`src/rtl/e203_ifu_flushrsp_pkg.sv`:
```
// rtl/e203_ifu_flushrsp_pkg.sv - shared PC width, FSM encoding and target helper for the IFU flush responder
package e203_ifu_flushrsp_pkg;

    localparam int E203_PC_SIZE = 32;

    typedef enum logic [1:0] {
        ST_IDLE  = 2'd0,
        ST_DRAIN = 2'd1,
        ST_REDIR = 2'd2
    } flush_state_t;

    // Fetch addresses are halfword aligned, so bit0 of any redirect target is dropped.
    function automatic logic [E203_PC_SIZE-1:0] pc_align(input logic [E203_PC_SIZE-1:0] pc);
        return {pc[E203_PC_SIZE-1:1], 1'b0};
    endfunction

endpackage

```
`src/rtl/e203_ifu_flushrsp_if.sv`:
```
// rtl/e203_ifu_flushrsp_if.sv - EXU flush handshake and IFU fetch/redirect signals (E203_FLUSH_PC_PRECOMP_EN adds pipe_flush_pc)
interface e203_ifu_flushrsp_if;
    import e203_ifu_flushrsp_pkg::*;

    logic                    pipe_flush_req;
    logic                    pipe_flush_ack;
    logic [E203_PC_SIZE-1:0] pipe_flush_add_op1;
    logic [E203_PC_SIZE-1:0] pipe_flush_add_op2;
`ifdef E203_FLUSH_PC_PRECOMP_EN
    logic [E203_PC_SIZE-1:0] pipe_flush_pc;
`endif
    logic                    ifu_req_hsked;
    logic                    ifu_rsp_hsked;
    logic                    ifu_rsp_drop;
    logic                    ifu_redir_valid;
    logic                    ifu_redir_ready;
    logic [E203_PC_SIZE-1:0] ifu_redir_pc;
    logic                    ifu_flush_busy;

    // EXU / fetch-unit side
    modport master (
`ifdef E203_FLUSH_PC_PRECOMP_EN
        output pipe_flush_pc,
`endif
        output pipe_flush_req, pipe_flush_add_op1, pipe_flush_add_op2,
        output ifu_req_hsked, ifu_rsp_hsked, ifu_redir_ready,
        input  pipe_flush_ack, ifu_rsp_drop, ifu_redir_valid, ifu_redir_pc, ifu_flush_busy
    );

    // Flush responder side
    modport slave (
`ifdef E203_FLUSH_PC_PRECOMP_EN
        input  pipe_flush_pc,
`endif
        input  pipe_flush_req, pipe_flush_add_op1, pipe_flush_add_op2,
        input  ifu_req_hsked, ifu_rsp_hsked, ifu_redir_ready,
        output pipe_flush_ack, ifu_rsp_drop, ifu_redir_valid, ifu_redir_pc, ifu_flush_busy
    );

endinterface

```
`src/rtl/e203_ifu_outs_cnt.sv`:
```
// rtl/e203_ifu_outs_cnt.sv - saturating up/down count of fetch requests still awaiting a response
module e203_ifu_outs_cnt #(
    parameter int OUTS_DEPTH = 2,
    parameter int CW         = $clog2(OUTS_DEPTH + 1)
) (
    input  logic          clk,
    input  logic          rst_n,
    input  logic          i_inc,
    input  logic          i_dec,
    output logic [CW-1:0] o_cnt
);

    logic [CW-1:0] r_cnt;

    // Count requests up and responses down; simultaneous events cancel, limits hold the value.
    always_ff @(posedge clk or negedge rst_n) begin
        if (!rst_n) begin
            r_cnt <= '0;
        end else if (i_inc && !i_dec && (r_cnt != CW'(OUTS_DEPTH))) begin
            r_cnt <= r_cnt + CW'(1);
        end else if (i_dec && !i_inc && (r_cnt != '0)) begin
            r_cnt <= r_cnt - CW'(1);
        end
    end

    assign o_cnt = r_cnt;

    // A request beyond the tracking depth or a response with nothing outstanding is a protocol bug upstream.
    a_no_overflow: assert property (@(posedge clk) disable iff (!rst_n)
        !(i_inc && !i_dec && (r_cnt == CW'(OUTS_DEPTH))));
    a_no_underflow: assert property (@(posedge clk) disable iff (!rst_n)
        !(i_dec && !i_inc && (r_cnt == '0)));

endmodule

```
`src/rtl/e203_ifu_flushrsp.sv`:
```
// rtl/e203_ifu_flushrsp.sv - accepts EXU flushes, drains stale fetches, issues one redirect (E203_FLUSH_PC_PRECOMP_EN selects precomputed target)
module e203_ifu_flushrsp
    import e203_ifu_flushrsp_pkg::*;
#(
    parameter int OUTS_DEPTH = 2
) (
    input logic                clk,
    input logic                rst_n,
    e203_ifu_flushrsp_if.slave bus
);

    localparam int CW = $clog2(OUTS_DEPTH + 1);

    flush_state_t            r_state;
    logic [E203_PC_SIZE-1:0] r_tgt_pc;
    logic [CW-1:0]           w_cnt;
    logic [CW:0]             w_eff;
    logic                    w_eff_zero;
    logic                    w_ack;
    logic [E203_PC_SIZE-1:0] w_tgt_raw;
    logic [E203_PC_SIZE-1:0] w_tgt_new;

    e203_ifu_outs_cnt #(
        .OUTS_DEPTH (OUTS_DEPTH),
        .CW         (CW)
    ) u_outs_cnt (
        .clk   (clk),
        .rst_n (rst_n),
        .i_inc (bus.ifu_req_hsked),
        .i_dec (bus.ifu_rsp_hsked),
        .o_cnt (w_cnt)
    );

`ifdef E203_FLUSH_PC_PRECOMP_EN
    assign w_tgt_raw = bus.pipe_flush_pc;
`else
    // Carry out of the PC adder is dropped: targets wrap modulo the PC space.
    assign w_tgt_raw = bus.pipe_flush_add_op1 + bus.pipe_flush_add_op2;
`endif
    assign w_tgt_new = pc_align(w_tgt_raw);

    // Fetches that will still be in flight after this cycle's request/response events.
    assign w_eff      = {1'b0, w_cnt} + {{CW{1'b0}}, bus.ifu_req_hsked} - {{CW{1'b0}}, bus.ifu_rsp_hsked};
    assign w_eff_zero = (w_eff == '0);

    assign w_ack = bus.pipe_flush_req && ((r_state == ST_IDLE) || (r_state == ST_REDIR));

    assign bus.pipe_flush_ack  = w_ack;
    assign bus.ifu_rsp_drop    = bus.ifu_rsp_hsked &&
                                 ((r_state == ST_DRAIN) || ((r_state == ST_IDLE) && w_ack));
    assign bus.ifu_redir_valid = (r_state == ST_REDIR);
    // A flush accepted while a redirect is offered replaces that redirect's target immediately.
    assign bus.ifu_redir_pc    = ((r_state == ST_REDIR) && w_ack) ? w_tgt_new : r_tgt_pc;
    assign bus.ifu_flush_busy  = (r_state != ST_IDLE);

    // Flush FSM: latch target on ack, wait out stale fetches, then hold the redirect until taken.
    always_ff @(posedge clk or negedge rst_n) begin
        if (!rst_n) begin
            r_state  <= ST_IDLE;
            r_tgt_pc <= '0;
        end else begin
            case (r_state)
                ST_IDLE: begin
                    if (w_ack) begin
                        r_tgt_pc <= w_tgt_new;
                        r_state  <= w_eff_zero ? ST_REDIR : ST_DRAIN;
                    end
                end
                ST_DRAIN: begin
                    if (w_eff_zero) begin
                        r_state <= ST_REDIR;
                    end
                end
                ST_REDIR: begin
                    if (w_ack) begin
                        r_tgt_pc <= w_tgt_new;
                        if (bus.ifu_redir_ready) begin
                            r_state <= ST_IDLE;
                        end else if (!w_eff_zero) begin
                            r_state <= ST_DRAIN;
                        end
                    end else if (bus.ifu_redir_ready) begin
                        r_state <= ST_IDLE;
                    end
                end
                default: r_state <= ST_IDLE;
            endcase
        end
    end

endmodule

```
`src/flat_wrapper.sv`:
```
// flat-port wrapper written by rule: the top's interface ports become plain ports
module e203_ifu_flushrsp_flat import e203_ifu_flushrsp_pkg::*;
#(
    parameter int OUTS_DEPTH = 2
)
  (clk, rst_n, bus_pipe_flush_req, bus_pipe_flush_add_op1, bus_pipe_flush_add_op2, bus_ifu_req_hsked, bus_ifu_rsp_hsked, bus_ifu_redir_ready, bus_pipe_flush_ack, bus_ifu_rsp_drop, bus_ifu_redir_valid, bus_ifu_redir_pc, bus_ifu_flush_busy);
  e203_ifu_flushrsp_if bus_i ();
  input logic clk;
  input logic rst_n;
  input wire logic [$bits(bus_i.pipe_flush_req)-1:0] bus_pipe_flush_req;
  input wire logic [$bits(bus_i.pipe_flush_add_op1)-1:0] bus_pipe_flush_add_op1;
  input wire logic [$bits(bus_i.pipe_flush_add_op2)-1:0] bus_pipe_flush_add_op2;
  input wire logic [$bits(bus_i.ifu_req_hsked)-1:0] bus_ifu_req_hsked;
  input wire logic [$bits(bus_i.ifu_rsp_hsked)-1:0] bus_ifu_rsp_hsked;
  input wire logic [$bits(bus_i.ifu_redir_ready)-1:0] bus_ifu_redir_ready;
  output wire logic [$bits(bus_i.pipe_flush_ack)-1:0] bus_pipe_flush_ack;
  output wire logic [$bits(bus_i.ifu_rsp_drop)-1:0] bus_ifu_rsp_drop;
  output wire logic [$bits(bus_i.ifu_redir_valid)-1:0] bus_ifu_redir_valid;
  output wire logic [$bits(bus_i.ifu_redir_pc)-1:0] bus_ifu_redir_pc;
  output wire logic [$bits(bus_i.ifu_flush_busy)-1:0] bus_ifu_flush_busy;
  assign bus_i.pipe_flush_req = bus_pipe_flush_req;
  assign bus_i.pipe_flush_add_op1 = bus_pipe_flush_add_op1;
  assign bus_i.pipe_flush_add_op2 = bus_pipe_flush_add_op2;
  assign bus_i.ifu_req_hsked = bus_ifu_req_hsked;
  assign bus_i.ifu_rsp_hsked = bus_ifu_rsp_hsked;
  assign bus_i.ifu_redir_ready = bus_ifu_redir_ready;
  assign bus_pipe_flush_ack = bus_i.pipe_flush_ack;
  assign bus_ifu_rsp_drop = bus_i.ifu_rsp_drop;
  assign bus_ifu_redir_valid = bus_i.ifu_redir_valid;
  assign bus_ifu_redir_pc = bus_i.ifu_redir_pc;
  assign bus_ifu_flush_busy = bus_i.ifu_flush_busy;
  e203_ifu_flushrsp #(.OUTS_DEPTH(OUTS_DEPTH)) u_core (.clk(clk), .rst_n(rst_n), .bus(bus_i));
endmodule
```
`config.mk`:
```
export PLATFORM = sky130hd
export DESIGN_NAME = e203_ifu_flushrsp_flat
export DESIGN_NICKNAME = d
export VERILOG_FILES = /design/src/rtl/e203_ifu_flushrsp_pkg.sv /design/src/rtl/e203_ifu_flushrsp_if.sv /design/src/rtl/e203_ifu_outs_cnt.sv /design/src/rtl/e203_ifu_flushrsp.sv /design/src/flat_wrapper.sv
export SDC_FILE = /design/constraint.sdc
export NUM_CORES = 1
export LEC_CHECK = 0
export ABC_AREA = 1
export BUFFER_PORTS_ARGS = -buffer_cell sky130_fd_sc_hd__buf_4
export CAP_MARGIN = 20
export CORE_MARGIN = 2
export CORE_UTILIZATION = 41
export CTS_BUF_LIST = sky130_fd_sc_hd__clkbuf_2 sky130_fd_sc_hd__clkbuf_4 sky130_fd_sc_hd__clkbuf_8
export DETAILED_ROUTE_END_ITERATION = 8
export SLEW_MARGIN = 0
export SYNTH_ARGS = -nofsm -noshare
export SYNTH_HDL_FRONTEND = slang
export SYNTH_SLANG_ARGS = --single-unit
```
`constraint.sdc`:
```
create_clock -name clk -period 4.1 [get_ports clk]
set_input_delay 0.205 -clock clk [delete_from_list [all_inputs] [get_ports clk]]
set_output_delay 0.205 -clock clk [all_outputs]
set_load 0.03 [all_outputs]
```
# Word level (Yosys, flattened, before mapping)

Cells that the tools add are included.
Widths: inputs -> output; s select.

Flip-flop bits (word level): 35
Input port bits: 70
Output and inout port bits: 36
Word-level logic and storage cells: 46

$add $sub $neg: 5
Equality and inequality tests: 7
Mux-type cells: 11
Reductions and logical operators: 20

Operator list:

| operator            | count |
|---|---|
| $add 32x32->32      | 1 |
| $mux 32             | 1 |
| $mux 2              | 9 |
| $logic_and 1x1->1   | 8 |
| $pmux 2 s3          | 1 |
| $reduce_bool 2->1   | 3 |
| $ne 2x1->1 const B  | 2 |
| $reduce_and 4->1    | 1 |
| $add 2x1->3         | 1 |
| $logic_not 3->1     | 1 |
| $ne 3x2->1 const B  | 1 |
| $ne 3x3->1 const B  | 1 |
| $sub 3x1->3         | 1 |
| $add 2x1->2 const B | 1 |
| $eq 2x1->1 const B  | 1 |
| $eq 2x2->1 const B  | 1 |
| $logic_not 1->1     | 2 |
| $logic_not 2->1     | 1 |
| $logic_or 1x1->1    | 2 |
| $ne 2x2->1 const B  | 1 |
| $reduce_and 2->1    | 1 |
| $reduce_or 2->1     | 1 |
| $sub 2x1->2 const B | 1 |

# Logic depth before layout (Yosys ltp)

Depth after elaboration: 7
Gate-level depth with buffers: 14
Gate-level depth less buffers: 14

# By module

From an unflattened synthesis, not the netlist that was laid out.

Cells, all modules: 746
Area total of the unflattened synthesis: 4195.3 µm²

By module, submodules not included:

| module            | times used | cells each | area an instance (µm²) | sequential area each (µm²) |
|---|---|---|---|---|
| e203_ifu_flushrsp | 1          | 722        | 4056.4                 | 825.8 |
| e203_ifu_outs_cnt | 1          | 24         | 138.9                  | 50.0 |

# Least setup slack after synthesis

No wires, ideal clock.

Path type: input -> output
From: input bus_pipe_flush_add_op2[0]
To: output bus_ifu_redir_pc[12]
Arrival: 1.796 ns
Required time: 3.895 ns
Path slack: 2.099 ns
Stages: 10
Path buffers: 0
Cell sequence: nand2_1 > inv_1 > fa_1 > nand3_1 > nand3_2 > nand3_1 > nand3_1 > a21oi_1 > o21ai_0 > o21ai_1

Cells in the longest elaborated chain, start to end: 2

RTL lines:

| item            | line                    | source |
|---|---|---|
| start, declared | flat_wrapper.sv:12      | `input wire logic [$bits(bus_i.pipe_flush_add_op2)-1:0] bus_pipe_flush_add_op2;` |
| $add 32x32->32  | e203_ifu_flushrsp.sv:38 | `assign w_tgt_raw = bus.pipe_flush_add_op1 + bus.pipe_flush_add_op2;` |
| $mux 32         | e203_ifu_flushrsp.sv:53 | `assign bus.ifu_redir_pc = ((r_state == ST_REDIR) && w_ack) ? w_tgt_new : r_tgt_pc;` |
| end, declared   | flat_wrapper.sv:19      | `output wire logic [$bits(bus_i.ifu_redir_pc)-1:0] bus_ifu_redir_pc;` |

Every way passes these cells.

# Worst setup path after layout

From: register u_core.r_state[0]
To: output bus_ifu_redir_pc[2]

Cells in the longest elaborated chain, start to end: 5
Elaborated cells on any way between the ends: 6
Classes of those cells: eq/ne: 1; mux: 1; reduce/logical: 4

RTL lines:

| item                                          | line                                             | source |
|---|---|---|
| start, declared                               | e203_ifu_flushrsp.sv:14                          | `flush_state_t r_state;` |
| start signal, assigned                        | e203_ifu_flushrsp.sv:66                          | `r_state <= w_eff_zero ? ST_REDIR : ST_DRAIN;` |
| $eq 2x2->1 or $logic_not 2->1 (tied branches) | e203_ifu_flushrsp.sv:46, e203_ifu_flushrsp.sv:53 |  |
| $logic_or 1x1->1                              | e203_ifu_flushrsp.sv:46                          | `assign w_ack = bus.pipe_flush_req && ((r_state == ST_IDLE) \|\| (r_state == ST_REDIR));` |
| $logic_and 1x1->1                             | e203_ifu_flushrsp.sv:46                          |  |
| $logic_and 1x1->1 *                           | e203_ifu_flushrsp.sv:53                          |  |
| $mux 32 *                                     | e203_ifu_flushrsp.sv:53                          |  |

Mark *: on every way between the ends. The rest lies on a longest branch, timed or not.

==> results summary <==
TritonCTS built the clock tree. The setup slack at placement is 1.79 ns. Summed over all failing endpoints, the final setup total negative slack is 0 ns.

The xor-xnor portion of the synthesized cell area came out at 0.0181. The smallest setup slack after layout came out at 1.44 ns. The post-synthesis compound-gate area fraction is 0.109. The number of cell instances on the worst register-to-register path came out at 11.

The power per cell area came out at 491 mW/mm^2. The number of pins with negative max-slew slack in the final report was 0. The worst-path maximum fanout came out at 42. In the final routed layout, each cell accounts on average for 12.9 um. Of the cells placed in the final design, the portion with a size suffix greater than 1 is 0.166. The via count is 4687. The via count of the first global-routing pass came out at 4448. The count of flip-flops with a built-in enable after synthesis is 0.

Setup repair after global routing left no endpoint under its margin. The time the worst path needs with I/O delays and setup is 2.66 ns. Summed over all layers, the global routing overflow is 0. The flop-to-flop setup slack came out at 1.90 ns. The hold slack came out at 0.195 ns. Along the worst hold path, the cell count comes to 3.

The clock input transition at the sequential cells of the worst setup and hold paths is 0.07 ns. Of the total synthesized cell area, the portion taken by AND, OR, NAND and NOR gates is 0.414. The count of max-cap constraint violations is 0. The number of placed I/O pins is 106. The post-synth net total is 842.

The worst-case headroom to the max-slew limit came out at 0.454. The worst supply voltage drop on vdd is 0.000354 V. The mux contribution to synthesized area is 0. The yosys synthesis warning count came out at 0. The number of different library cells used by synthesis comes to 35. The worst setup path is launched from a flop. In this run the vertical extent of the chip is 105 um. The multi-input combinational cells in the finished layout cover a total of 0.00273 mm^2. The global-route wire length before repair came out at 20800 um. The path with the worst hold slack has its endpoint at u_core.r_state[0]. The initial antenna violation count came out at 0. The die area came out at 0.0111 mm^2. At the worst endpoint, the required time is 3.89 ns. The final setup violation count is 0. The effective utilization at floorplan came out at 0.416. In the synthesized netlist, the number of instances is 738. The maximum level of the CTS H-tree is 2. The fraction of registers with async set or reset after synthesis is 1.00. The leakage power summed over all cells came out at 3.15 nW. The via density per instance came out at 4.80. The clock sink total is 35.

The detail route stage leaves a number of antenna-violating nets equal to 0. The clock tree root buffer cell is sky130_fd_sc_hd__clkbuf_8. At the worst endpoint, the arrival time is 2.46 ns. The global-route usage over all layers is 0.232. The number of buffers added by the clock tree synthesis step is 5. The first detailed-routing pass took 7 iterations.

Synthesis inferred 35 register bits. The count of final hold-check violations came out at 0. The core outline area is 0.0101 mm^2. The worst clock skew is 0.00489 ns. In this run, the number of DRC markers left after iteration 0 of detailed routing was 202. The clock latency on the worst-skew pair came out at 0.29 ns. The number of setup buffers added after CTS is 0. The overall power after layout is 2.56 mW.

The horizontal die dimension came out at 105 um. The worst register-to-register path ends at u_core.r_state[1]. The final layout contains routed wiring with a total length of 12600 um. The most used flip-flop cell after synthesis is sky130_fd_sc_hd__dfrtp_1. The final-layout fill cell count came out at 1101. The tightest min-delay check is of the in2reg type. The share of the cycle needed by the critical path after routing came out at 0.650. 0 antenna diodes ended up in the layout. The pin slew with the least headroom to its limit came out at 0.819 ns. The placed wire-length estimate came out at 10500 um. The area used by sequential logic in the layout came out at 876 um^2. For this run, design rule violations remaining after detail routing come to 0. The post-route core utilization came out at 0.515.

The post-synthesis average cell area is 5.72 um^2. The maximum number of pins on one net before global-route repair came out at 43. The startpoint identified for the worst register-to-register timing path is u_core.u_outs_cnt.o_cnt[0]. By startpoint and endpoint, the worst setup path is classified as reg2out. The count of input and output buffers is 104.

The clock passes through at most 2 buffers. Timing would allow up to 375 MHz. At the end of routability-driven placement, the weighted congestion stood at 0.883. The post-synthesis share of cell area spent on full adders, half adders and majority gates came out at 0.104. The worst setup path is captured at an output pin. In the final design database the tool counted 944 nets.

The cell area after technology mapping came out at 0.00422 mm^2. The row count is 37. The combinational family with the most area after synthesis is simple AND/OR/NAND/NOR gates.

The register area share after synthesis is 0.208. The startpoint identified for the worst hold timing path is bus_pipe_flush_req. The area overhead of the layout relative to synthesis came out at 23.8%. The run finished with clean final reports.
==> Yosys cell counts (2+ instances only) <==
cell	n	area, um^2
sky130_fd_sc_hd__a21oi_1	29	145
sky130_fd_sc_hd__nand3b_1	4	30.0
sky130_fd_sc_hd__nor2_2	5	31.3
sky130_fd_sc_hd__inv_1	145	544
sky130_fd_sc_hd__nand3_2	2	20.0
sky130_fd_sc_hd__nor3_1	5	25.0
sky130_fd_sc_hd__xor2_1	4	35.0
sky130_fd_sc_hd__nand2_2	12	75.1
sky130_fd_sc_hd__o21bai_1	2	15.0
sky130_fd_sc_hd__buf_4	4	30.0
sky130_fd_sc_hd__nand4_1	3	18.8
sky130_fd_sc_hd__nor2_1	43	161
sky130_fd_sc_hd__fa_1	2	40.0
sky130_fd_sc_hd__o22ai_1	9	56.3
sky130_fd_sc_hd__nand2_1	283	1060
sky130_fd_sc_hd__ha_1	32	400
sky130_fd_sc_hd__buf_2	3	15.0
sky130_fd_sc_hd__clkbuf_1	6	22.5
sky130_fd_sc_hd__o21ai_1	5	25.0
sky130_fd_sc_hd__xor2_2	2	32.5
sky130_fd_sc_hd__nand3_1	53	265
sky130_fd_sc_hd__o21ai_0	37	185
sky130_fd_sc_hd__and2_1	2	12.5
sky130_fd_sc_hd__dfrtp_1	35	876
==> flip-flops by register name (all words and copies together) (netlist names) <==
signal and flops:
u_core.r_tgt_pc 31, u_core.r_state 2, u_core.u_outs_cnt.o_cnt 2
==> cells by family after synthesis <==
group	after synthesis
AND/OR/NAND/NOR	416
buffers and inverters	159
AO/OA/AOI/OAI	86
flip-flops	35
adder cells (fa/ha/maj)	34
XOR/XNOR	7
other	1
==> power by group <==
group	total [mW]	switching [mW]	leakage, nW	internal [mW]
registers	0.587	0.0731	0.426	0.514
clock network	0.264	0.132	0.0491	0.133
logic	1.71	1.11	2.68	0.604
==> area by class of cell <==
cell class	count	area share
multi-input combinational	544	0.522
sequential	35	0.168
timing repair buffer	108	0.156
inverter	146	0.105
tap	136	0.0326
clock buffer	7	0.0160
clock inverter	1	0.000958
==> cell usage in the layout (no fill, tap or decap), types with 2 or more instances in the layout <==
cell	netlist	final
sky130_fd_sc_hd__fa_1	2	2
sky130_fd_sc_hd__buf_4	4	107
sky130_fd_sc_hd__dfrtp_1	35	35
sky130_fd_sc_hd__and2_1	2	2
sky130_fd_sc_hd__o21ai_1	5	5
sky130_fd_sc_hd__ha_1	32	32
sky130_fd_sc_hd__inv_1	145	145
sky130_fd_sc_hd__a21oi_1	29	29
sky130_fd_sc_hd__xor2_1	4	4
sky130_fd_sc_hd__nand4_1	3	3
sky130_fd_sc_hd__nand3b_1	4	4
sky130_fd_sc_hd__o21ai_0	37	37
sky130_fd_sc_hd__nand3_2	2	2
sky130_fd_sc_hd__nor2_1	43	43
sky130_fd_sc_hd__clkbuf_4	0	2
sky130_fd_sc_hd__xor2_2	2	2
sky130_fd_sc_hd__nor2_2	5	5
sky130_fd_sc_hd__nand2_2	12	12
sky130_fd_sc_hd__nor3_1	5	5
sky130_fd_sc_hd__clkbuf_8	0	5
sky130_fd_sc_hd__nand2_1	283	283
sky130_fd_sc_hd__o21bai_1	2	2
sky130_fd_sc_hd__nand3_1	53	53
sky130_fd_sc_hd__o22ai_1	9	9
==> metal layers <==
| layer | up-vias | wire length, um | global-route usage | part of all wire |
|---|---|---|---|---|
| li1 | 2471 | - | - | - |
| met1 | 2088 | 5450 | 0.274 | 0.43 |
| met2 | 112 | 6420 | 0.437 | 0.51 |
| met3 | 16 | 476 | 0.0284 | 0.038 |
| met4 | 0 | 256 | 0.0648 | 0.020 |
| met5 | - | 0 | 0 | 0 |
==> worst max-delay path by stage <==
stage | startpoint | endpoint | slack, ns | cells past startpoint
global placement | bus_pipe_flush_add_op2[0] | bus_ifu_redir_pc[20] | 1.82 | 14
floorplan | bus_pipe_flush_add_op2[0] | bus_ifu_redir_pc[12] | 2.10 | 10
detailed placement | u_core.r_state[0] | bus_ifu_redir_pc[10] | 1.79 | 7
global route | u_core.r_state[0] | bus_ifu_redir_pc[2] | 1.23 | 7
CTS | u_core.r_state[0] | bus_ifu_redir_pc[8] | 1.44 | 7
finish | u_core.r_state[0] | bus_ifu_redir_pc[2] | 1.44 | 7
==> worst max-delay path, cell delays in order, from the launching register on <==
cell and delay, ns:
sky130_fd_sc_hd__dfrtp_1 0.45, sky130_fd_sc_hd__nor2_2 0.12, sky130_fd_sc_hd__buf_4 0.36, sky130_fd_sc_hd__inv_1 0.48, sky130_fd_sc_hd__a21oi_1 0.27, sky130_fd_sc_hd__o21ai_0 0.14
sky130_fd_sc_hd__o22ai_1 0.14, sky130_fd_sc_hd__buf_4 0.19
==> repair_timing <==
item | CTS | global route
endpoints found under the setup margin | 0 | 0
hold buffers | 1 | 0
hold endpoints to repair | 35 | 0
resized for setup | 0 | 0
==> per-stage QoR <==
step	area [um^2]	instances
after floorplan	4220	738
after global placement	5130	968
after detailed placement	5130	968
after CTS	5230	977
after global routing	5230	977
final	5230	977
(Power assumes the default switching activity.)
